===== src/rtl/bp_me_pkg.sv =====
// bp_me_pkg: shared types for the memory-engine DMA arbiter.
`ifndef BP_ME_DMA_PKT_S_SVH
`define BP_ME_DMA_PKT_S_SVH
`define DECLARE_BP_ME_DMA_PKT_S(addr_width_mp) \
  typedef struct packed { logic write_not_read; logic [addr_width_mp-1:0] addr; } bp_me_dma_pkt_s
`endif

package bp_me_pkg;
  typedef enum logic {e_idle, e_wr_data} bp_me_dma_arb_state_e;
endpackage


===== src/rtl/bp_me_dma_rd_tag_fifo.sv =====
// bp_me_dma_rd_tag_fifo: in-order queue of channel IDs for outstanding reads.
module bp_me_dma_rd_tag_fifo #(
  parameter int width_p = 2,
  parameter int els_p = 4
) (
  input  logic               clk,
  input  logic               reset_n,
  input  logic               push,
  input  logic [width_p-1:0] push_data,
  input  logic               pop,
  output logic [width_p-1:0] head,
  output logic               full,
  output logic               empty
);
  localparam int pw = els_p > 1 ? $clog2(els_p) : 1;
  localparam int cw = $clog2(els_p + 1);
  logic [els_p-1:0][width_p-1:0] mem;
  logic [pw-1:0] wr_ptr, rd_ptr;
  logic [cw-1:0] count;
  logic do_push, do_pop;
  assign full = count == cw'(els_p);
  assign empty = count == '0;
  assign do_push = push & ~full;
  assign do_pop = pop & ~empty;
  assign head = mem[rd_ptr];
  function automatic logic [pw-1:0] inc(input logic [pw-1:0] p);
    return p == pw'(els_p - 1) ? '0 : p + pw'(1);
  endfunction
  always_ff @(posedge clk or negedge reset_n)
    if (!reset_n) begin
      wr_ptr <= '0;
      rd_ptr <= '0;
      count <= '0;
    end else begin
      if (do_push) wr_ptr <= inc(wr_ptr);
      if (do_pop) rd_ptr <= inc(rd_ptr);
      count <= count + cw'(do_push) - cw'(do_pop);
    end
  always_ff @(posedge clk)
    if (do_push) mem[wr_ptr] <= push_data;
endmodule


===== src/rtl/bp_me_dma_arbiter.sv =====
// bp_me_dma_arbiter: round-robin share of one DRAM DMA port among L2 cache DMA channels;
// writes stream from the granted channel, read returns are steered by a tag FIFO.
module bp_me_dma_arbiter
  import bp_me_pkg::*;
#(
  parameter int num_dma_p = 4,
  parameter int daddr_width_p = 28,
  parameter int fill_width_p = 64,
  parameter int block_size_in_fill_p = 8,
  parameter int max_rd_outstanding_p = 4,
  localparam int pkt_width_lp = daddr_width_p + 1
) (
  input  logic                                       clk_i,
  input  logic                                       reset_n_i,
  input  logic [num_dma_p-1:0][pkt_width_lp-1:0]     dma_pkt_i,
  input  logic [num_dma_p-1:0]                       dma_pkt_v_i,
  output logic [num_dma_p-1:0]                       dma_pkt_yumi_o,
  output logic [num_dma_p-1:0][fill_width_p-1:0]     dma_data_o,
  output logic [num_dma_p-1:0]                       dma_data_v_o,
  input  logic [num_dma_p-1:0]                       dma_data_ready_and_i,
  input  logic [num_dma_p-1:0][fill_width_p-1:0]     dma_data_i,
  input  logic [num_dma_p-1:0]                       dma_data_v_i,
  output logic [num_dma_p-1:0]                       dma_data_yumi_o,
  output logic [pkt_width_lp-1:0]                    mem_pkt_o,
  output logic                                       mem_pkt_v_o,
  input  logic                                       mem_pkt_yumi_i,
  input  logic [fill_width_p-1:0]                    mem_data_i,
  input  logic                                       mem_data_v_i,
  output logic                                       mem_data_ready_and_o,
  output logic [fill_width_p-1:0]                    mem_data_o,
  output logic                                       mem_data_v_o,
  input  logic                                       mem_data_yumi_i
);
  localparam int id_w = $clog2(num_dma_p);
  localparam int cnt_w = block_size_in_fill_p > 1 ? $clog2(block_size_in_fill_p) : 1;
  localparam logic [cnt_w-1:0] last_beat = cnt_w'(block_size_in_fill_p - 1);
  localparam logic [num_dma_p-1:0] one = {{(num_dma_p-1){1'b0}}, 1'b1};
  bp_me_dma_arb_state_e state;
  logic [id_w-1:0] rr_ptr, wr_id, grant, head;
  logic [cnt_w-1:0] wr_cnt, rd_cnt;
  logic [num_dma_p-1:0] eligible;
  logic full, empty, pkt_hs, is_write, wr_beat, rd_beat, rd_pop;
  function automatic logic [id_w-1:0] rr_pick(input logic [num_dma_p-1:0] req, input logic [id_w-1:0] ptr);
    logic [id_w-1:0] pick;
    logic found;
    int k;
    pick = ptr;
    found = 1'b0;
    for (int i = 0; i < num_dma_p; i++) begin
      k = (int'(ptr) + i) % num_dma_p;
      if (!found && req[k]) begin
        pick = id_w'(k);
        found = 1'b1;
      end
    end
    return pick;
  endfunction
  // reset_n_i gating keeps every command valid/yumi low while reset is held
  always_comb begin
    eligible = '0;
    for (int c = 0; c < num_dma_p; c++)
      eligible[c] = reset_n_i & (state == e_idle) & dma_pkt_v_i[c] & (dma_pkt_i[c][daddr_width_p] | ~full);
  end
  assign grant = rr_pick(eligible, rr_ptr);
  assign is_write = dma_pkt_i[grant][daddr_width_p];
  assign mem_pkt_o = dma_pkt_i[grant];
  assign mem_pkt_v_o = |eligible;
  assign pkt_hs = mem_pkt_v_o & mem_pkt_yumi_i;
  assign dma_pkt_yumi_o = pkt_hs ? one << grant : '0;
  assign mem_data_o = dma_data_i[wr_id];
  assign mem_data_v_o = (state == e_wr_data) & dma_data_v_i[wr_id];
  assign wr_beat = mem_data_v_o & mem_data_yumi_i;
  assign dma_data_yumi_o = wr_beat ? one << wr_id : '0;
  assign dma_data_o = {num_dma_p{mem_data_i}};
  assign dma_data_v_o = (mem_data_v_i & ~empty) ? one << head : '0;
  assign mem_data_ready_and_o = dma_data_ready_and_i[head] & ~empty;
  assign rd_beat = mem_data_v_i & mem_data_ready_and_o;
  assign rd_pop = rd_beat & (rd_cnt == last_beat);
  bp_me_dma_rd_tag_fifo #(
    .width_p(id_w),
    .els_p  (max_rd_outstanding_p)
  ) tag_fifo (
    .clk      (clk_i),
    .reset_n  (reset_n_i),
    .push     (pkt_hs & ~is_write),
    .push_data(grant),
    .pop      (rd_pop),
    .head     (head),
    .full     (full),
    .empty    (empty)
  );
  always_ff @(posedge clk_i or negedge reset_n_i)
    if (!reset_n_i) begin
      state <= e_idle;
      rr_ptr <= '0;
      wr_id <= '0;
      wr_cnt <= '0;
      rd_cnt <= '0;
    end else begin
      if (pkt_hs) rr_ptr <= grant == id_w'(num_dma_p - 1) ? '0 : grant + id_w'(1);
      if (pkt_hs & is_write) begin
        state <= e_wr_data;
        wr_id <= grant;
        wr_cnt <= '0;
      end
      if (wr_beat) begin
        wr_cnt <= wr_cnt + cnt_w'(1);
        if (wr_cnt == last_beat) state <= e_idle;
      end
      if (rd_beat) rd_cnt <= rd_pop ? '0 : rd_cnt + cnt_w'(1);
    end
  assert property (@(posedge clk_i) disable iff (!reset_n_i) !(mem_data_v_i && empty));
endmodule


===== config.mk =====
export PLATFORM = sky130hd
export DESIGN_NAME = bp_me_dma_arbiter
export DESIGN_NICKNAME = d
export VERILOG_FILES = /design/src/rtl/bp_me_pkg.sv /design/src/rtl/bp_me_dma_rd_tag_fifo.sv /design/src/rtl/bp_me_dma_arbiter.sv
export SDC_FILE = /design/constraint.sdc
export NUM_CORES = 1
export LEC_CHECK = 0
export ABC_AREA = 1
export CELL_PAD_IN_SITES_DETAIL_PLACEMENT = 1
export CELL_PAD_IN_SITES_GLOBAL_PLACEMENT = 1
export CORE_AREA = 3 3 314 316
export DETAILED_ROUTE_END_ITERATION = 8
export DIE_AREA = 0 0 317 319
export GPL_ROUTABILITY_DRIVEN = 0
export PLACE_DENSITY_LB_ADDON = 0.3
export SETUP_SLACK_MARGIN = 0.4
export SLEW_MARGIN = 20
export SYNTH_ARGS = -nofsm -noshare
export SYNTH_HDL_FRONTEND = slang
export SYNTH_SLANG_ARGS = --single-unit

===== constraint.sdc =====
create_clock -name clk_i -period 3.7 [get_ports clk_i]
set_clock_uncertainty 0.15 [all_clocks]
set_input_delay 0.555 -clock clk_i [delete_from_list [all_inputs] [get_ports clk_i]]
set_output_delay 0.555 -clock clk_i [all_outputs]
set_load 0.005 [all_outputs]

Yosys cells after proc, flatten, opt, wreduce, memory -nomap -nowiden

Index checks and enable logic that the tools add are counted.

Flip-flop bits (word level): 26
Input bits: 453
Output and inout port bits: 364

Add/subtract/negate cells: 10
Order comparisons: 10
Eq/ne operators: 6
Shifts and indexed selects: 3
Mux-type cells: 42
Bitwise logic cells: 31
Reduce and logical (&&, ||, !) cells: 13

Operators with widths:

| kind                | number |
|---|---|
| $bmux 64 s2         | 1 |
| $mux 64             | 1 |
| $bmux 29 s2         | 1 |
| $mux 29             | 1 |
| $and 1x1->1         | 20 |
| $lt 2x3->1 const B  | 6 |
| $mux 2              | 8 |
| $mux 1              | 15 |
| $bmux 1 s2          | 6 |
| $lt 3x4->1 const B  | 3 |
| $mux 4              | 3 |
| $shl 1x2->4 const A | 3 |
| $eq 3x3->1 const B  | 3 |
| $mux 3              | 3 |
| $add 2x1->2 const B | 4 |
| $bwmux 8            | 1 |
| $add 3x1->3 const B | 2 |
| $eq 2x2->1 const B  | 3 |
| $reduce_or 2->1     | 3 |
| $add 2x2->2 const B | 2 |
| $bmux 2 s2          | 1 |
| $demux 2 s2         | 1 |
| $logic_and 1x1->1   | 4 |
| $not 1->1           | 4 |
| 9 further kinds     | 16 |

Logic depth before layout (Yosys ltp)

Gate-level depths: netlist of the first run.

Depth in word-level cells: 23
Mapped depth: 22

By module

A second synthesis of the first run with hierarchy kept.

Cells, all modules: 1,019
Area, all modules: 6,299.8 um^2

By module, submodules not included:

| module                | times used | cells an instance | area each (um^2) |
|---|---|---|---|
| bp_me_dma_arbiter     | 1          | 936               | 5,480.3 |
| bp_me_dma_rd_tag_fifo | 1          | 83                | 819.5 |

Worst setup path after synthesis of the first run

No wires, ideal clock.

Path kind: input to register
Start: in reset_n_i
End: reg tag_fifo.count[2]
Arrival time: 2,621 ps
Required time: 3,421 ps
Slack: 801 ps
Stages on the path: 18
Cells stage by stage: nand2_2 > nor2_1 > nand3_1 > nand3_1 > nand2_1 > and2_4 > nand3_1 > nand2_4 > nand2_1 > nand2_1 > nand2_1 > nand3_2 > inv_2 > ha_1 > inv_1 > fa_1 > xnor2_1 > xor2_1

Longest elaborated chain between the ends: 22
Elaborated cells between the ends (all ways): 41
Those cells by class: add/sub: 2; mux: 19; bitwise: 13; reduce/logical: 7

RTL lines:

| what                          | line                        | text |
|---|---|---|
| start: declaration            | bp_me_dma_arbiter.sv:14     | `input logic reset_n_i,` |
| $and 1x1->1 (*)               | bp_me_dma_arbiter.sv:62     | `eligible[c] = reset_n_i & (state == e_idle) & dma_pkt_v_i[c] & (dma_pkt_i[c][daddr_width_p] \| ~full);` |
| $and 1x1->1 (2 in series)     | bp_me_dma_arbiter.sv:62     |  |
| $bmux 1 s2                    | bp_me_dma_arbiter.sv:51     | `if (!found && req[k]) begin` |
| $mux 1 (not written as such)  | bp_me_dma_arbiter.sv:51     |  |
| $mux 1                        | bp_me_dma_arbiter.sv:51     |  |
| $logic_not 1->1               | bp_me_dma_arbiter.sv:51     |  |
| $logic_and 1x1->1             | bp_me_dma_arbiter.sv:51     |  |
| $mux 1                        | bp_me_dma_arbiter.sv:51     |  |
| [... 6 more ...]              | -                           |  |
| $bmux 29 s2                   | bp_me_dma_arbiter.sv:65     | `assign is_write = dma_pkt_i[grant][daddr_width_p];` |
| $mux 29 (not written as such) | bp_me_dma_arbiter.sv:65     |  |
| $not 1->1                     | bp_me_dma_arbiter.sv:85     | `.push (pkt_hs & ~is_write),` |
| $and 1x1->1 (*)               | bp_me_dma_arbiter.sv:85     |  |
| $and 1x1->1 (*)               | bp_me_dma_rd_tag_fifo.sv:23 | `assign do_push = push & ~full;` |
| net tag_fifo.do_push          | bp_me_dma_rd_tag_fifo.sv:20 | `logic do_push, do_pop;` |
| $add 3x1->3 (*)               | bp_me_dma_rd_tag_fifo.sv:37 | `count <= count + cw'(do_push) - cw'(do_pop);` |
| $sub 3x1->3 (*)               | bp_me_dma_rd_tag_fifo.sv:37 |  |
| end signal: assignment        | bp_me_dma_rd_tag_fifo.sv:37 |  |
| end: declaration              | bp_me_dma_rd_tag_fifo.sv:19 | `logic [cw-1:0] count;` |

The timed path passes the listed nets; every way through them passes the cells marked *. The select of a mux whose other input is x is not followed.
A chain may end at the register's enable or synchronous reset.

Final worst setup path of the first run

Start: reg tag_fifo.count[0]
End: out mem_pkt_o[7]

Longest elaborated chain between the ends: 18
Elaborated cells between the ends (all ways): 35
Those cells by class: eq/ne: 1; mux: 19; bitwise: 9; reduce/logical: 6

RTL lines:

| what                              | line                        | text |
|---|---|---|
| $eq 3x3->1 (*)                    | bp_me_dma_rd_tag_fifo.sv:21 | `assign full = count == cw'(els_p);` |
| $not 1->1 (*)                     | bp_me_dma_arbiter.sv:62     |  |
| $or 1x1->1                        | bp_me_dma_arbiter.sv:62     |  |
| $and 1x1->1                       | bp_me_dma_arbiter.sv:62     |  |
| $bmux 1 s2                        | bp_me_dma_arbiter.sv:51     |  |
| $mux 1 (not written as such)      | bp_me_dma_arbiter.sv:51     |  |
| $mux 1                            | bp_me_dma_arbiter.sv:51     |  |
| $logic_not 1->1                   | bp_me_dma_arbiter.sv:51     |  |
| [... 2 more ...]                  | -                           |  |
| $logic_not 1->1                   | bp_me_dma_arbiter.sv:51     |  |
| $logic_and 1x1->1                 | bp_me_dma_arbiter.sv:51     |  |
| $mux 1                            | bp_me_dma_arbiter.sv:51     |  |
| $logic_not 1->1                   | bp_me_dma_arbiter.sv:51     |  |
| $logic_and 1x1->1                 | bp_me_dma_arbiter.sv:51     |  |
| $mux 2 (*)                        | bp_me_dma_arbiter.sv:51     |  |
| $bmux 29 s2 (*)                   | bp_me_dma_arbiter.sv:66     | `assign mem_pkt_o = dma_pkt_i[grant];` |
| $mux 29 (not written as such) (*) | bp_me_dma_arbiter.sv:66     |  |
| end: declaration                  | bp_me_dma_arbiter.sv:24     | `output logic [pkt_width_lp-1:0] mem_pkt_o,` |

Every way passes the cells marked *; elsewhere a longest branch is shown, timed or not. The select of a mux whose other input is x is not followed.

==> impl_results.html, run 1 <==
<table>
<tr><th>Metric</th><th>Value</th></tr>
<tr><th colspan="2">Worst setup path</th></tr>
<tr><td>Slack of the worst reg-to-reg path</td><td>~0.18 ns</td></tr>
<tr><td>Type of element launching the critical path</td><td>flop</td></tr>
<tr><td>Category of the worst setup path capture point</td><td>output pin</td></tr>
<tr><td>Peak per-stage delay on the critical path</td><td>around 0.42 ns</td></tr>
<tr><td>Cell type of the slowest stage on the worst timing path</td><td>sky130_fd_sc_hd__dfrtp_1</td></tr>
<tr><td>Data arrival at the endpoint of the critical path</td><td>2.84 ns</td></tr>
<tr><td>Startpoint of the lowest-slack register-to-register path</td><td>tag_fifo.count[0]</td></tr>
<tr><td>CP Data Required Time</td><td>2.99 ns</td></tr>
<tr><td>CP top delay family</td><td>simple AND/OR/NAND/NOR gates</td></tr>
<tr><td>Worst Path Buf+Inv</td><td>7</td></tr>
<tr><td>Number of gates on the worst path with buffers counted</td><td>19</td></tr>
<tr><td>Critical Path, Cell by Cell</td><td>nor2_4 -&gt; nand3b_1 -&gt; nand3_2 -&gt; nand2_2 -&gt; nand2_1 -&gt; nand2_2 -&gt; nor2_4 -&gt; nand2_4 -&gt; buf_6 -&gt; nor2_4 -&gt; inv_2 -&gt; nand2_8 -&gt; buf_16 -&gt; buf_12 -&gt; buf_12 -&gt; nor2_4 -&gt; a31oi_2 -&gt; buf_4 -&gt; buf_6</td></tr>
<tr><td>Logic depth of the worst register-to-register path</td><td>25</td></tr>
<tr><td>Crit Reg-Reg Endpoint</td><td>tag_fifo.count[2]</td></tr>
<tr><td>Crit Path Class</td><td>flop to output pin</td></tr>
<tr><td>Cell with the most instances on the worst path</td><td>sky130_fd_sc_hd__nor2_4</td></tr>
<tr><td>Maximum fanout encountered on the critical timing path</td><td>5</td></tr>
<tr><th colspan="2">STA</th></tr>
<tr><td>Number of slew-limit violations in the final report</td><td>0</td></tr>
<tr><td>Worst relative slew slack</td><td>57.9%</td></tr>
<tr><td>Final Cycle Share</td><td>95.8%</td></tr>
<tr><td>Unrepaired setup endpoints after global routing</td><td>yes</td></tr>
<tr><td>Final critical-path required period</td><td>roughly 3.5 ns</td></tr>
<tr><td>Worst-margin pin slew</td><td>0.632 ns</td></tr>
<tr><td>Final hold violation count</td><td>0</td></tr>
<tr><td>Final setup violation count</td><td>0</td></tr>
<tr><td>Fmax</td><td>~280 MHz</td></tr>
<tr><th colspan="2">Floorplan</th></tr>
<tr><td>Starting Density</td><td>approximately 6.5%</td></tr>
<tr><td>Total core area</td><td>0.0963 mm2</td></tr>
<tr><td>Die area</td><td>0.101 mm2</td></tr>
<tr><td>Vertical die dimension</td><td>~320 um</td></tr>
<tr><td>Number of primary I/O pins</td><td>817</td></tr>
<tr><td>Die width</td><td>317 um</td></tr>
<tr><td>Row count</td><td>around 110</td></tr>
<tr><th colspan="2">Route</th></tr>
<tr><td>DRT Pass-1 Iters</td><td>5</td></tr>
<tr><td>Number of DRC violations after detailed-routing iteration 0</td><td>317</td></tr>
<tr><td>Via Count</td><td>8072</td></tr>
<tr><td>Remaining design rule violation count</td><td>0</td></tr>
<tr><td>Final Routed Wirelength</td><td>46900 um</td></tr>
<tr><td>Average via count per standard cell</td><td>3.12</td></tr>
<tr><td>Routed len/inst</td><td>18.1 um</td></tr>
<tr><td>Post-detailed-route count of antenna-violating nets</td><td>0</td></tr>
<tr><th colspan="2">Placed design</th></tr>
<tr><td>Cell Area, Placed</td><td>0.0113 mm2</td></tr>
<tr><td>Count of input and output buffers</td><td>496</td></tr>
<tr><td>Detailed Place HPWL</td><td>~38000 um</td></tr>
<tr><th colspan="2">Logic synthesis</th></tr>
<tr><td>Count of different cell masters after synthesis</td><td>36</td></tr>
<tr><td>Yosys reg bits</td><td>26</td></tr>
<tr><td>Share of synthesized flip-flops with an asynchronous set or reset</td><td>between 60% and 70%</td></tr>
<tr><td>Syn_nets</td><td>1481</td></tr>
<tr><td>Dominant register cell in the synthesized netlist</td><td>sky130_fd_sc_hd__dfrtp_1</td></tr>
<tr><td>Area share of the leading cell type in the synthesized netlist</td><td>31.6%</td></tr>
<tr><td>Total of warnings raised by yosys</td><td>0</td></tr>
<tr><td>Largest area contributor in the netlist</td><td>sky130_fd_sc_hd__buf_4</td></tr>
<tr><td>Post-synth design cell area</td><td>0.00627 mm2</td></tr>
<tr><td>Seq/Total Area, Yosys</td><td>roughly 11%</td></tr>
<tr><td>Post-Syn Area per Cell</td><td>6.19 um2</td></tr>
<tr><td>Number of flops mapped to enable cells by yosys</td><td>8</td></tr>
<tr><td>Largest cells by area after synthesis</td><td>sky130_fd_sc_hd__buf_4 (32%), sky130_fd_sc_hd__nand3_1 (18%), sky130_fd_sc_hd__nand2_1 (12%)</td></tr>
<tr><td>Gate Count Post-Synth</td><td>1012</td></tr>
<tr><th colspan="2">Cells and area</th></tr>
<tr><td>Fraction of layout cells with a size suffix above 1</td><td>approximately a fifth</td></tr>
<tr><td>Final non-filler cell area</td><td>0.0125 mm2</td></tr>
<tr><td>Number of filler instances in the final layout</td><td>11600</td></tr>
<tr><td>Net count of the finished layout</td><td>approximately 1800</td></tr>
<tr><td>Area growth from synthesis to final layout</td><td>99.8%</td></tr>
<tr><td>Register area</td><td>roughly 700 um2</td></tr>
<tr><td>Multi-input gate area</td><td>0.00379 mm2</td></tr>
<tr><td>Finished Core Util</td><td>a little over an eighth</td></tr>
<tr><th colspan="2">Power</th></tr>
<tr><td>Switching pwr</td><td>5.54 mW</td></tr>
<tr><td>Total power divided by cell area</td><td>902 mW/mm2</td></tr>
<tr><td>Sw frac</td><td>49.0%</td></tr>
<tr><td>Clock power frac</td><td>approximately 2.7%</td></tr>
<tr><td>Leakage component of the power</td><td>4.77 nW</td></tr>
<tr><td>Combinational fraction of design power</td><td>92.3%</td></tr>
<tr><td>Internal Power</td><td>between 5 and 6 mW</td></tr>
<tr><td>Worst IR Drop VDD</td><td>just under 0.0004 V</td></tr>
<tr><td>Part of the total power dissipated in sequential elements</td><td>under 10%</td></tr>
<tr><th colspan="2">Run</th></tr>
<tr><td>Number of max-cap violations</td><td>0</td></tr>
<tr><th colspan="2">Hold path</th></tr>
<tr><td>Class of the most critical hold timing path</td><td>input port to async pin</td></tr>
<tr><th colspan="2">GRT</th></tr>
<tr><td>First-pass GRT wire length</td><td>63400 um</td></tr>
<tr><td>Grt ovf</td><td>0</td></tr>
<tr><td>All-layer global routing usage</td><td>8.57%</td></tr>
<tr><td>Maximum number of pins on one net before global-route repair</td><td>103</td></tr>
<tr><td>Via count of the first global-routing pass</td><td>8748</td></tr>
<tr><td>Initial antenna violation count</td><td>7</td></tr>
<tr><th colspan="2">Run status</th></tr>
<tr><td>Outcome</td><td>finished, final reports clean</td></tr>
<tr><th colspan="2">Clocking</th></tr>
<tr><td>Post-CTS clock slew at the launch and capture registers of the worst setup and hold paths</td><td>0.08 ns</td></tr>
<tr><td>Clock network latency to the later pin of the worst-skew pair</td><td>0.27 ns</td></tr>
<tr><td>Clock root buffer</td><td>sky130_fd_sc_hd__clkbuf_16</td></tr>
<tr><td>Count of H-tree levels built during CTS</td><td>1</td></tr>
<tr><td>TritonCTS clock tree</td><td>done</td></tr>
<tr><td>TritonCTS buffer count</td><td>3</td></tr>
<tr><td>Number of buffers between clock root and the deepest sink</td><td>2</td></tr>
<tr><td>Hold-fix buffers at CTS</td><td>0</td></tr>
<tr><td>Sinks on Clock Net</td><td>26</td></tr>
</table>
stage by stage:
step	std cells	total power, mW	setup slack, ns	hold WS, ns	TNS (ns)
finish	2591	11.3	0.155	0.206	0
global route	2589	12.4	-0.0661	0.236	-0.696
CTS	2580	11.0	0.110	0.229	0
detailed placement	2532	9.01	-0.706	0.351	-23.46
global placement	2532	8.99	-0.596	0.326	-20.05
floorplan	1012	4.10	0.801	0.109	0
sequential cells by signal, summed over array words and instances, names as in the netlist:
signal           count
tag_fifo.mem         8
state                1
tag_fifo.wr_ptr      2
rd_cnt               3
tag_fifo.count       3
wr_cnt               3
rr_ptr               2
tag_fifo.rd_ptr      2
wr_id                2
timing repair:
item / 4_1_cts / 5_1_grt
gates cloned: 5 / 0
gates resized for setup: 289 / 63
setup endpoints to repair: 89 / 58
setup buffers: 39 / 8
pin swaps: 57 / 41
cells by family (layout without fill, tap and decap cells):
logic type / Yosys count / after routing / share of synthesized area [%]
XOR/XNOR: 3 / 3 / 0.539
buffers and inverters: 358 / 657 / 37.7
AO/OA/AOI/OAI: 108 / 108 / 11.9
other: 0 / 3 / 0
AND/OR/NAND/NOR: 500 / 501 / 35.4
flip-flops: 26 / 26 / 11.0
multiplexers: 1 / 1 / 0.180
adder cells (fa/ha/maj): 16 / 16 / 3.31
layout by cell type, fill, tap and decap left out, types with 3 or more instances in the layout:
| cell type | count |
|---|---|
| sky130_fd_sc_hd__a22oi_1 | 65 |
| sky130_fd_sc_hd__a31oi_1 | 25 |
| sky130_fd_sc_hd__buf_12 | 18 |
| sky130_fd_sc_hd__buf_16 | 4 |
| sky130_fd_sc_hd__buf_2 | 32 |
| sky130_fd_sc_hd__buf_4 | 67 |
| sky130_fd_sc_hd__buf_6 | 23 |
| sky130_fd_sc_hd__buf_8 | 10 |
| sky130_fd_sc_hd__clkbuf_16 | 4 |
| sky130_fd_sc_hd__clkdlybuf4s50_1 | 446 |
| sky130_fd_sc_hd__dfrtp_1 | 15 |
| sky130_fd_sc_hd__diode_2 | 3 |
| sky130_fd_sc_hd__dlygate4sd2_1 | 10 |
| sky130_fd_sc_hd__dlymetal6s2s_1 | 3 |
| sky130_fd_sc_hd__edfxtp_1 | 8 |
| sky130_fd_sc_hd__ha_1 | 11 |
| sky130_fd_sc_hd__ha_4 | 3 |
| sky130_fd_sc_hd__inv_1 | 24 |
| sky130_fd_sc_hd__inv_2 | 10 |
| sky130_fd_sc_hd__nand2_1 | 183 |
| sky130_fd_sc_hd__nand2_2 | 15 |
| sky130_fd_sc_hd__nand2_4 | 13 |
| sky130_fd_sc_hd__nand3_1 | 210 |
| sky130_fd_sc_hd__nand3_2 | 13 |
| sky130_fd_sc_hd__nand3_4 | 3 |
| sky130_fd_sc_hd__nor2_1 | 12 |
| sky130_fd_sc_hd__nor2_2 | 12 |
| sky130_fd_sc_hd__nor2_4 | 26 |
| sky130_fd_sc_hd__nor3_1 | 6 |
| sky130_fd_sc_hd__o21ai_0 | 6 |
synthesized netlist by cell type, types with 2 or more instances:
cell / number
sky130_fd_sc_hd__inv_1: 34
sky130_fd_sc_hd__clkbuf_1: 43
sky130_fd_sc_hd__a21oi_1: 2
sky130_fd_sc_hd__nor2_1: 48
sky130_fd_sc_hd__buf_4: 264
sky130_fd_sc_hd__o21ai_1: 4
sky130_fd_sc_hd__inv_2: 4
sky130_fd_sc_hd__buf_2: 9
sky130_fd_sc_hd__dfrtp_1: 18
sky130_fd_sc_hd__nand4_1: 2
sky130_fd_sc_hd__edfxtp_1: 8
sky130_fd_sc_hd__buf_6: 2
sky130_fd_sc_hd__ha_1: 15
sky130_fd_sc_hd__nand2_2: 4
sky130_fd_sc_hd__nor3_1: 6
sky130_fd_sc_hd__nand3_1: 225
sky130_fd_sc_hd__buf_1: 2
sky130_fd_sc_hd__a22oi_1: 65
sky130_fd_sc_hd__a31oi_1: 29
sky130_fd_sc_hd__o21ai_0: 6
sky130_fd_sc_hd__nand2_1: 207
cell type report:
class	instances	area share, %
sequential	26	5.58
multi-input combinational	629	30.2
timing repair buffer	615	49.3
clock buffer	4	0.799
antenna	3	0.0599
inverter	38	1.25
tap	1276	12.7
worst reg2reg max path, delay by kind of cell (launching register included):
family / cells / cell delay [ns]
buffers and inverters: 7 / 0.70
XOR/XNOR: 2 / 0.29
flip-flops: 1 / 0.42
adder cells (fa/ha/maj): 2 / 0.47
AND/OR/NAND/NOR: 14 / 1.37
worst max-delay path by stage:
stage | to | start
floorplan | tag_fifo.count[2] | reset_n_i
global placement | dma_pkt_yumi_o[3] | reset_n_i
detailed placement | dma_pkt_yumi_o[3] | reset_n_i
CTS | tag_fifo.count[2] | tag_fifo.count[1]
global route | mem_pkt_o[7] | tag_fifo.count[0]
finish | mem_pkt_o[7] | tag_fifo.count[0]
metal layers:
metal  vias to the layer above  routed length (um)  global-route usage, %  part of all wire (%)
li1                       3759                   -                      -                     -
met1                      3730               18600                   10.1                    40
met2                       510               21500                   14.3                    46
met3                        73                5740                   3.65                    12
met4                         0                1050                   1.99                   2.2
met5                         -                   0                      0                     0
power groups by stage:
stage	Combinational [mW]	Clock [mW]	Sequential (mW)
after floorplan	3.60	0	0.497
after global placement	8.41	0	0.580
after detailed placement	8.43	0	0.588
after CTS	10.1	0.312	0.576
after global routing	11.4	0.331	0.588
final	10.4	0.303	0.570
Power figures use the tool's default switching activity.
==> inputs of run 2 (changes only) <==
- CORE_AREA: 3 3 314 316 -> 2 2 322 324
- DIE_AREA: 0 0 317 319 -> 0 0 324 326
==> run 2 against run 1 <==
Compared with the run above: cell area shrank 3.8%; count of clock-buffer cells in the layout down 1; hold slack improved by 0.038 ns; via count fell by 2.9%; combinational power shrank 11%; sequential share of layout area grew 0.23 points; routed wire length is 14% lower; critical path type is now input port to output pin; largest cell class unchanged.
==> impl_results.html, run 2 (synthesized netlist as in run 1, its figures left out) <==
<table>
<tr><th>Metric</th><th>Value</th></tr>
<tr><th colspan="2">Power</th></tr>
<tr><td>Worst IR Drop VDD</td><td>0.000683 V</td></tr>
<tr><td>Leakage component of the power</td><td>between 4 and 5 nW</td></tr>
<tr><td>Total power divided by cell area</td><td>838 mW/mm2</td></tr>
<tr><th colspan="2">Clocking</th></tr>
<tr><td>Count of H-tree levels built during CTS</td><td>1</td></tr>
<tr><td>Clock root buffer</td><td>sky130_fd_sc_hd__clkbuf_16</td></tr>
<tr><td>TritonCTS buffer count</td><td>3</td></tr>
<tr><td>Clock network latency to the later pin of the worst-skew pair</td><td>approximately 0.26 ns</td></tr>
<tr><td>TritonCTS clock tree</td><td>done</td></tr>
<tr><td>Number of buffers between clock root and the deepest sink</td><td>2</td></tr>
<tr><td>Sinks on Clock Net</td><td>26</td></tr>
<tr><td>Post-CTS clock slew at the launch and capture registers of the worst setup and hold paths</td><td>0.07 ns</td></tr>
<tr><th colspan="2">Route</th></tr>
<tr><td>Via Count</td><td>7836</td></tr>
<tr><td>Final Routed Wirelength</td><td>between 40000 and 50000 um</td></tr>
<tr><td>Routed len/inst</td><td>15.2 um</td></tr>
<tr><td>Post-detailed-route count of antenna-violating nets</td><td>0</td></tr>
<tr><td>Number of DRC violations after detailed-routing iteration 0</td><td>309</td></tr>
<tr><td>Average via count per standard cell</td><td>2.95</td></tr>
<tr><td>Remaining design rule violation count</td><td>0</td></tr>
<tr><td>DRT Pass-1 Iters</td><td>4</td></tr>
<tr><th colspan="2">GRT</th></tr>
<tr><td>Via count of the first global-routing pass</td><td>8461</td></tr>
<tr><td>Grt ovf</td><td>0</td></tr>
<tr><td>All-layer global routing usage</td><td>just under 7%</td></tr>
<tr><td>Maximum number of pins on one net before global-route repair</td><td>around 130</td></tr>
<tr><td>First-pass GRT wire length</td><td>55300 um</td></tr>
<tr><td>Initial antenna violation count</td><td>11</td></tr>
<tr><th colspan="2">Floorplan</th></tr>
<tr><td>Number of primary I/O pins</td><td>roughly 800</td></tr>
<tr><td>Row count</td><td>118</td></tr>
<tr><td>Vertical die dimension</td><td>326 um</td></tr>
<tr><td>Die area</td><td>between 0.1 and 0.15 mm2</td></tr>
<tr><td>Die width</td><td>324 um</td></tr>
<tr><td>Total core area</td><td>0.103 mm2</td></tr>
<tr><td>Starting Density</td><td>6.11%</td></tr>
<tr><th colspan="2">Cells and area</th></tr>
<tr><td>Most frequent cells in the layout</td><td>sky130_fd_sc_hd__clkdlybuf4s50_1 (454), sky130_fd_sc_hd__nand3_1 (214), sky130_fd_sc_hd__nand2_1 (183), sky130_fd_sc_hd__a22oi_1 (65), sky130_fd_sc_hd__buf_4 (44)</td></tr>
<tr><td>Most common library cell in the layout ignoring fill and taps</td><td>sky130_fd_sc_hd__clkdlybuf4s50_1</td></tr>
<tr><td>Number of flip-flops in the largest register</td><td>8</td></tr>
<tr><td>Final non-filler cell area</td><td>around 0.012 mm2</td></tr>
<tr><td>Final non-filler cell total</td><td>2653</td></tr>
<tr><td>Finished Core Util</td><td>11.7%</td></tr>
<tr><td>Area growth from synthesis to final layout</td><td>92.2%</td></tr>
<tr><td>Fraction of layout cells with a size suffix above 1</td><td>15.4%</td></tr>
<tr><td>Net count of the finished layout</td><td>1742</td></tr>
<tr><td>Register ranked first by flip-flop count</td><td>tag_fifo.mem</td></tr>
<tr><td>Number of filler instances in the final layout</td><td>approximately 12000</td></tr>
<tr><th colspan="2">Worst setup path</th></tr>
<tr><td>Data arrival at the endpoint of the critical path</td><td>2.73 ns</td></tr>
<tr><td>Type of element launching the critical path</td><td>input port</td></tr>
<tr><td>Crit Path Class</td><td>input port to output pin</td></tr>
<tr><td>Maximum fanout encountered on the critical timing path</td><td>6</td></tr>
<tr><td>Category of the worst setup path capture point</td><td>output pin</td></tr>
<tr><td>CP Data Required Time</td><td>2.99 ns</td></tr>
<tr><th colspan="2">STA</th></tr>
<tr><td>Final setup violation count</td><td>0</td></tr>
<tr><td>Final Cycle Share</td><td>~93%</td></tr>
<tr><td>Final critical-path required period</td><td>3.44 ns</td></tr>
<tr><td>Fmax</td><td>291 MHz</td></tr>
<tr><td>Worst-margin pin slew</td><td>0.678 ns</td></tr>
<tr><td>Final hold violation count</td><td>0</td></tr>
<tr><td>Number of slew-limit violations in the final report</td><td>0</td></tr>
<tr><td>Worst relative slew slack</td><td>between 50% and 60%</td></tr>
<tr><td>Unrepaired setup endpoints after global routing</td><td>yes</td></tr>
<tr><th colspan="2">Run</th></tr>
<tr><td>Number of max-cap violations</td><td>0</td></tr>
<tr><th colspan="2">Placed design</th></tr>
<tr><td>Count of input and output buffers</td><td>496</td></tr>
<tr><td>Cell Area, Placed</td><td>0.0112 mm2</td></tr>
<tr><td>Detailed Place HPWL</td><td>32200 um</td></tr>
<tr><td>Number of placed instances with taps included</td><td>2603</td></tr>
<tr><th colspan="2">Run status</th></tr>
<tr><td>Outcome</td><td>finished, final reports clean</td></tr>
<tr><th colspan="2">Hold path</th></tr>
<tr><td>Class of the most critical hold timing path</td><td>input port to async pin</td></tr>
</table>
run 2: changes by cell type in the layout (fill, tap and decap cells not counted), moves of 8 or more:
cell,previous run,this run
sky130_fd_sc_hd__nor2_1,12,37
sky130_fd_sc_hd__buf_4,67,44
sky130_fd_sc_hd__buf_6,23,7
sky130_fd_sc_hd__nand2_2,15,23
sky130_fd_sc_hd__nor2_4,26,8
sky130_fd_sc_hd__nand2_4,13,4
sky130_fd_sc_hd__clkdlybuf4s50_1,446,454
sky130_fd_sc_hd__buf_8,10,2
run 2: final cells by class:
cell class,instances,area (um2),share of cell area (%)
Inverter,38,159,1.32
Sequential cell,26,701,5.82
Timing Repair Buffer,576,5900,49.0
Antenna cell,1,2.50,0.0208
Clock buffer,3,75.1,0.623
Clock inverter,1,3.75,0.0312
Tap cell,1380,1730,14.3
Multi-Input combinational cell,628,3480,28.9
run 2: power by group:
group	total [mW]	switching, mW	leakage [nW]	internal (mW)
Clock	0.247	0.102	0.0385	0.145
Sequential	0.563	0.126	0.283	0.436
Combinational	9.28	4.52	4.15	4.76
run 2: repair_timing:
action                                  CTS  global route
endpoints found under the setup margin   52            35
hold buffers                              0             0
pin swaps                                43            12
setup buffers                            33             1
gates cloned                             10             1
gates resized for setup                 217            14
run 2: final timing paths:
kind	start	endpoint	slack [ns]	cells past startpoint
min	reset_n_i	wr_cnt[1]	0.24	2
max	dma_pkt_i[115]	mem_pkt_o[2]	0.26	19
min reg2reg	rd_cnt[1]	rd_cnt[1]	0.35	2
max reg2reg	tag_fifo.count[0]	tag_fifo.count[2]	0.39	20
max in group asynchronous	reset_n_i	wr_id[1]	2.92	2
min in group clk_i	rd_cnt[1]	rd_cnt[1]	0.35	2
run 2: routing by layer:
layer | wire length [um] | global-route usage [%] | share of wire [%]
met1 | 14500 | 7.35 | 36
met2 | 19600 | 12.5 | 49
met3 | 4940 | 2.77 | 12
met4 | 1140 | 2.06 | 2.8
met5 | 153 | 0.726 | 0.38
run 2: worst max-delay path, cell delays in order:
cell and delay (ns):
sky130_fd_sc_hd__clkdlybuf4s15_2 0.24, sky130_fd_sc_hd__nand3b_1 0.25, sky130_fd_sc_hd__nand3_2 0.14, sky130_fd_sc_hd__nand2_1 0.06
sky130_fd_sc_hd__nand2_1 0.07, sky130_fd_sc_hd__nand2_2 0.08, sky130_fd_sc_hd__nor2_4 0.15, sky130_fd_sc_hd__buf_6 0.12
sky130_fd_sc_hd__nand3_4 0.09, sky130_fd_sc_hd__nand2_8 0.15, sky130_fd_sc_hd__inv_12 0.05, sky130_fd_sc_hd__buf_8 0.13
sky130_fd_sc_hd__buf_12 0.13, sky130_fd_sc_hd__buf_6 0.11, sky130_fd_sc_hd__nand2_2 0.05, sky130_fd_sc_hd__nand2_2 0.05
sky130_fd_sc_hd__nor2_2 0.10, sky130_fd_sc_hd__a31oi_1 0.04, sky130_fd_sc_hd__buf_2 0.13
run 2: stage by stage:
stage | worst slack (ns) | power [mW] | hold slack [ns] | setup TNS [ns]
6_report | 0.264 | 10.1 | 0.244 | 0
5_1_grt | 0.0538 | 11.0 | 0.274 | 0
4_1_cts | 0.246 | 10.2 | 0.257 | 0
3_5_place_dp | -0.459 | 8.07 | 0.342 | -12.37
3_3_place_gp | -0.408 | 8.02 | 0.325 | -11.18
2_1_floorplan | 0.801 | 4.10 | 0.109 | 0
==> inputs of run 3 (changes only) <==
- RECOVER_POWER: not set -> 100
==> run 3 against run 2 <==
Compared with the run above: global-route usage is the same; largest power group unchanged; via count decreased by 0.11%; critical path depth is 14 lower; core utilization decreased by 0.083 points; hold slack better by 0.11 ns.
==> impl_results.html, run 3 (synthesized netlist as in run 1, its figures left out) <==
<table>
<tr><th>Metric</th><th>Value</th></tr>
<tr><th colspan="2">Worst setup path</th></tr>
<tr><td>Peak per-stage delay on the critical path</td><td>0.74 ns</td></tr>
<tr><td>Maximum fanout encountered on the critical timing path</td><td>64</td></tr>
<tr><td>Slack of the worst reg-to-reg path</td><td>0.33 ns</td></tr>
<tr><td>Category of the worst setup path capture point</td><td>output pin</td></tr>
<tr><td>Startpoint of the lowest-slack register-to-register path</td><td>tag_fifo.count[0]</td></tr>
<tr><td>Crit Reg-Reg Endpoint</td><td>tag_fifo.count[2]</td></tr>
<tr><td>Critical Path, Cell by Cell</td><td>nor2_4 -&gt; clkbuf_4 -&gt; a22oi_1 -&gt; nand3_1 -&gt; dlygate4sd3_1</td></tr>
<tr><td>Cell type of the slowest stage on the worst timing path</td><td>sky130_fd_sc_hd__clkbuf_4</td></tr>
<tr><td>Type of element launching the critical path</td><td>flop</td></tr>
<tr><td>Crit Path Class</td><td>flop to output pin</td></tr>
<tr><td>Timing startpoint of the critical path</td><td>wr_id[1]</td></tr>
<tr><td>Logic depth of the worst register-to-register path</td><td>20</td></tr>
<tr><td>Data arrival at the endpoint of the critical path</td><td>roughly 2.9 ns</td></tr>
<tr><td>Number of gates on the worst path with buffers counted</td><td>5</td></tr>
<tr><td>Critical Path End</td><td>mem_data_o[39]</td></tr>
<tr><td>Worst Path Buf+Inv</td><td>2</td></tr>
<tr><td>CP top delay family</td><td>buffers and inverters</td></tr>
<tr><td>CP Data Required Time</td><td>2.99 ns</td></tr>
<tr><th colspan="2">Cells and area</th></tr>
<tr><td>Net count of the finished layout</td><td>1742</td></tr>
<tr><td>Most common library cell in the layout ignoring fill and taps</td><td>sky130_fd_sc_hd__clkdlybuf4s50_1</td></tr>
<tr><td>Number of flip-flops in the largest register</td><td>8</td></tr>
<tr><td>Area growth from synthesis to final layout</td><td>90.8%</td></tr>
<tr><td>Fraction of layout cells with a size suffix above 1</td><td>12.7%</td></tr>
<tr><td>Most frequent cells in the layout</td><td>sky130_fd_sc_hd__clkdlybuf4s50_1 (386), sky130_fd_sc_hd__nand3_1 (215), sky130_fd_sc_hd__nand2_1 (188), sky130_fd_sc_hd__dlygate4sd3_1 (68), sky130_fd_sc_hd__a22oi_1 (65)</td></tr>
<tr><td>Final non-filler cell total</td><td>2653</td></tr>
<tr><td>Register ranked first by flip-flop count</td><td>tag_fifo.mem</td></tr>
<tr><td>Final non-filler cell area</td><td>about 0.012 mm2</td></tr>
<tr><th colspan="2">STA</th></tr>
<tr><td>Worst relative slew slack</td><td>27.2%</td></tr>
<tr><td>Final setup violation count</td><td>0</td></tr>
<tr><td>Final critical-path required period</td><td>3.58 ns</td></tr>
<tr><td>Unrepaired setup endpoints after global routing</td><td>yes</td></tr>
<tr><td>Final Cycle Share</td><td>96.6%</td></tr>
<tr><td>Hold WS</td><td>approximately 0.35 ns</td></tr>
<tr><td>Worst-margin pin slew</td><td>1.09 ns</td></tr>
<tr><td>Number of slew-limit violations in the final report</td><td>0</td></tr>
<tr><td>Fmax</td><td>280 MHz</td></tr>
<tr><td>Final hold violation count</td><td>0</td></tr>
<tr><th colspan="2">Placed design</th></tr>
<tr><td>Detailed Place HPWL</td><td>approximately 32000 um</td></tr>
<tr><td>Cell Area, Placed</td><td>0.0112 mm2</td></tr>
<tr><td>Number of placed instances with taps included</td><td>2603</td></tr>
<tr><td>Count of input and output buffers</td><td>496</td></tr>
<tr><th colspan="2">Power</th></tr>
<tr><td>Total power</td><td>9.76 mW</td></tr>
<tr><td>Worst IR Drop VDD</td><td>0.000660 V</td></tr>
<tr><td>Total power divided by cell area</td><td>816 mW/mm2</td></tr>
<tr><td>Leakage component of the power</td><td>between 4 and 5 nW</td></tr>
<tr><th colspan="2">Route</th></tr>
<tr><td>Via Count</td><td>7827</td></tr>
<tr><td>Routed len/inst</td><td>about 15 um</td></tr>
<tr><td>Average via count per standard cell</td><td>2.95</td></tr>
<tr><td>Number of DRC violations after detailed-routing iteration 0</td><td>276</td></tr>
<tr><td>Remaining design rule violation count</td><td>0</td></tr>
<tr><td>Final Routed Wirelength</td><td>40300 um</td></tr>
<tr><td>Post-detailed-route count of antenna-violating nets</td><td>0</td></tr>
<tr><td>DRT Pass-1 Iters</td><td>4</td></tr>
<tr><th colspan="2">Clocking</th></tr>
<tr><td>Post-CTS clock slew at the launch and capture registers of the worst setup and hold paths</td><td>roughly 0.07 ns</td></tr>
<tr><td>Clock network latency to the later pin of the worst-skew pair</td><td>between 0.2 and 0.3 ns</td></tr>
<tr><td>Sinks on Clock Net</td><td>26</td></tr>
<tr><td>Clock root buffer</td><td>sky130_fd_sc_hd__clkbuf_16</td></tr>
<tr><td>TritonCTS clock tree</td><td>done</td></tr>
<tr><td>TritonCTS buffer count</td><td>3</td></tr>
<tr><td>Count of H-tree levels built during CTS</td><td>1</td></tr>
<tr><td>Number of buffers between clock root and the deepest sink</td><td>2</td></tr>
<tr><th colspan="2">Floorplan</th></tr>
<tr><td>Starting Density</td><td>about 6.1%</td></tr>
<tr><td>Die width</td><td>between 300 and 400 um</td></tr>
<tr><td>Total core area</td><td>0.103 mm2</td></tr>
<tr><td>Row count</td><td>between 100 and 150</td></tr>
<tr><td>Die area</td><td>0.106 mm2</td></tr>
<tr><td>Vertical die dimension</td><td>~330 um</td></tr>
<tr><td>Number of primary I/O pins</td><td>around 820</td></tr>
<tr><th colspan="2">GRT</th></tr>
<tr><td>Initial antenna violation count</td><td>11</td></tr>
<tr><td>Maximum number of pins on one net before global-route repair</td><td>127</td></tr>
<tr><td>Grt ovf</td><td>0</td></tr>
<tr><td>Via count of the first global-routing pass</td><td>roughly 8500</td></tr>
<tr><td>First-pass GRT wire length</td><td>55300 um</td></tr>
<tr><td>Most crowded layer after global routing</td><td>met2</td></tr>
<tr><td>Met3 GRT Util</td><td>under 10%</td></tr>
<tr><td>Global-route met2 utilization</td><td>12.5%</td></tr>
<tr><td>All-layer global routing usage</td><td>under 10%</td></tr>
<tr><td>Routing usage on met1</td><td>7.35%</td></tr>
<tr><th colspan="2">Run status</th></tr>
<tr><td>Outcome</td><td>finished, final reports clean</td></tr>
<tr><th colspan="2">Hold path</th></tr>
<tr><td>Class of the most critical hold timing path</td><td>flop to flop</td></tr>
<tr><th colspan="2">Run</th></tr>
<tr><td>Number of max-cap violations</td><td>0</td></tr>
</table>
run 3: layout make-up:
class	count	area, um2
Fill cell	12300	90600
Timing Repair Buffer	576	5850
Multi-Input combinational cell	628	3450
Tap cell	1380	1730
Sequential cell	26	701
Inverter	38	159
Clock buffer	3	75.1
Clock inverter	1	3.75
Antenna cell	1	2.50
run 3: power breakdown:
part | internal, mW | switching (mW)
registers | 0.436 | 0.126
clock network | 0.145 | 0.102
logic | 4.46 | 4.49
total | 5.04 | 4.71
run 3: worst min-delay path, cell delays in order, from the launching register on:
cell and delay (ns):
sky130_fd_sc_hd__dfrtp_1 0.35, sky130_fd_sc_hd__nand2_1 0.05, sky130_fd_sc_hd__o21ai_0 0.06
run 3: metrics by stage:
stage / util (%) / TNS [ns] / worst slack (ns)
floorplan: - / 0 / 0.801
finish: 11.7 / 0 / 0.125
global placement: 10.9 / -11.18 / -0.408
CTS: 11.7 / 0 / 0.246
global route: 11.7 / 0 / 0.0413
detailed placement: 10.9 / -12.37 / -0.459
run 3: worst min path at each step:
stage,from,to,slack [ns],cells past startpoint
2_1_floorplan,reset_n_i,rd_cnt[0],0.11,0
5_1_grt,rd_cnt[2],rd_cnt[2],0.41,2
3_5_place_dp,rd_cnt[1],rd_cnt[1],0.34,2
4_1_cts,reset_n_i,wr_id[0],0.26,2
3_3_place_gp,rd_cnt[1],rd_cnt[1],0.33,2
6_report,rd_cnt[1],rd_cnt[1],0.35,2
run 3: timing repair:
action | CTS | global route
resized for setup | 217 | 14
hold buffers | 0 | 0
setup buffers | 33 | 1
gates cloned | 10 | 1
setup endpoints to repair | 52 | 35
pin swaps | 43 | 12
run 3: layer usage:
layer / up-vias / wire length [um]
met5: - / 140
met1: 3597 / 14700
met3: 69 / 4700
li1: 3673 / -
met2: 474 / 19600
met4: 14 / 1140
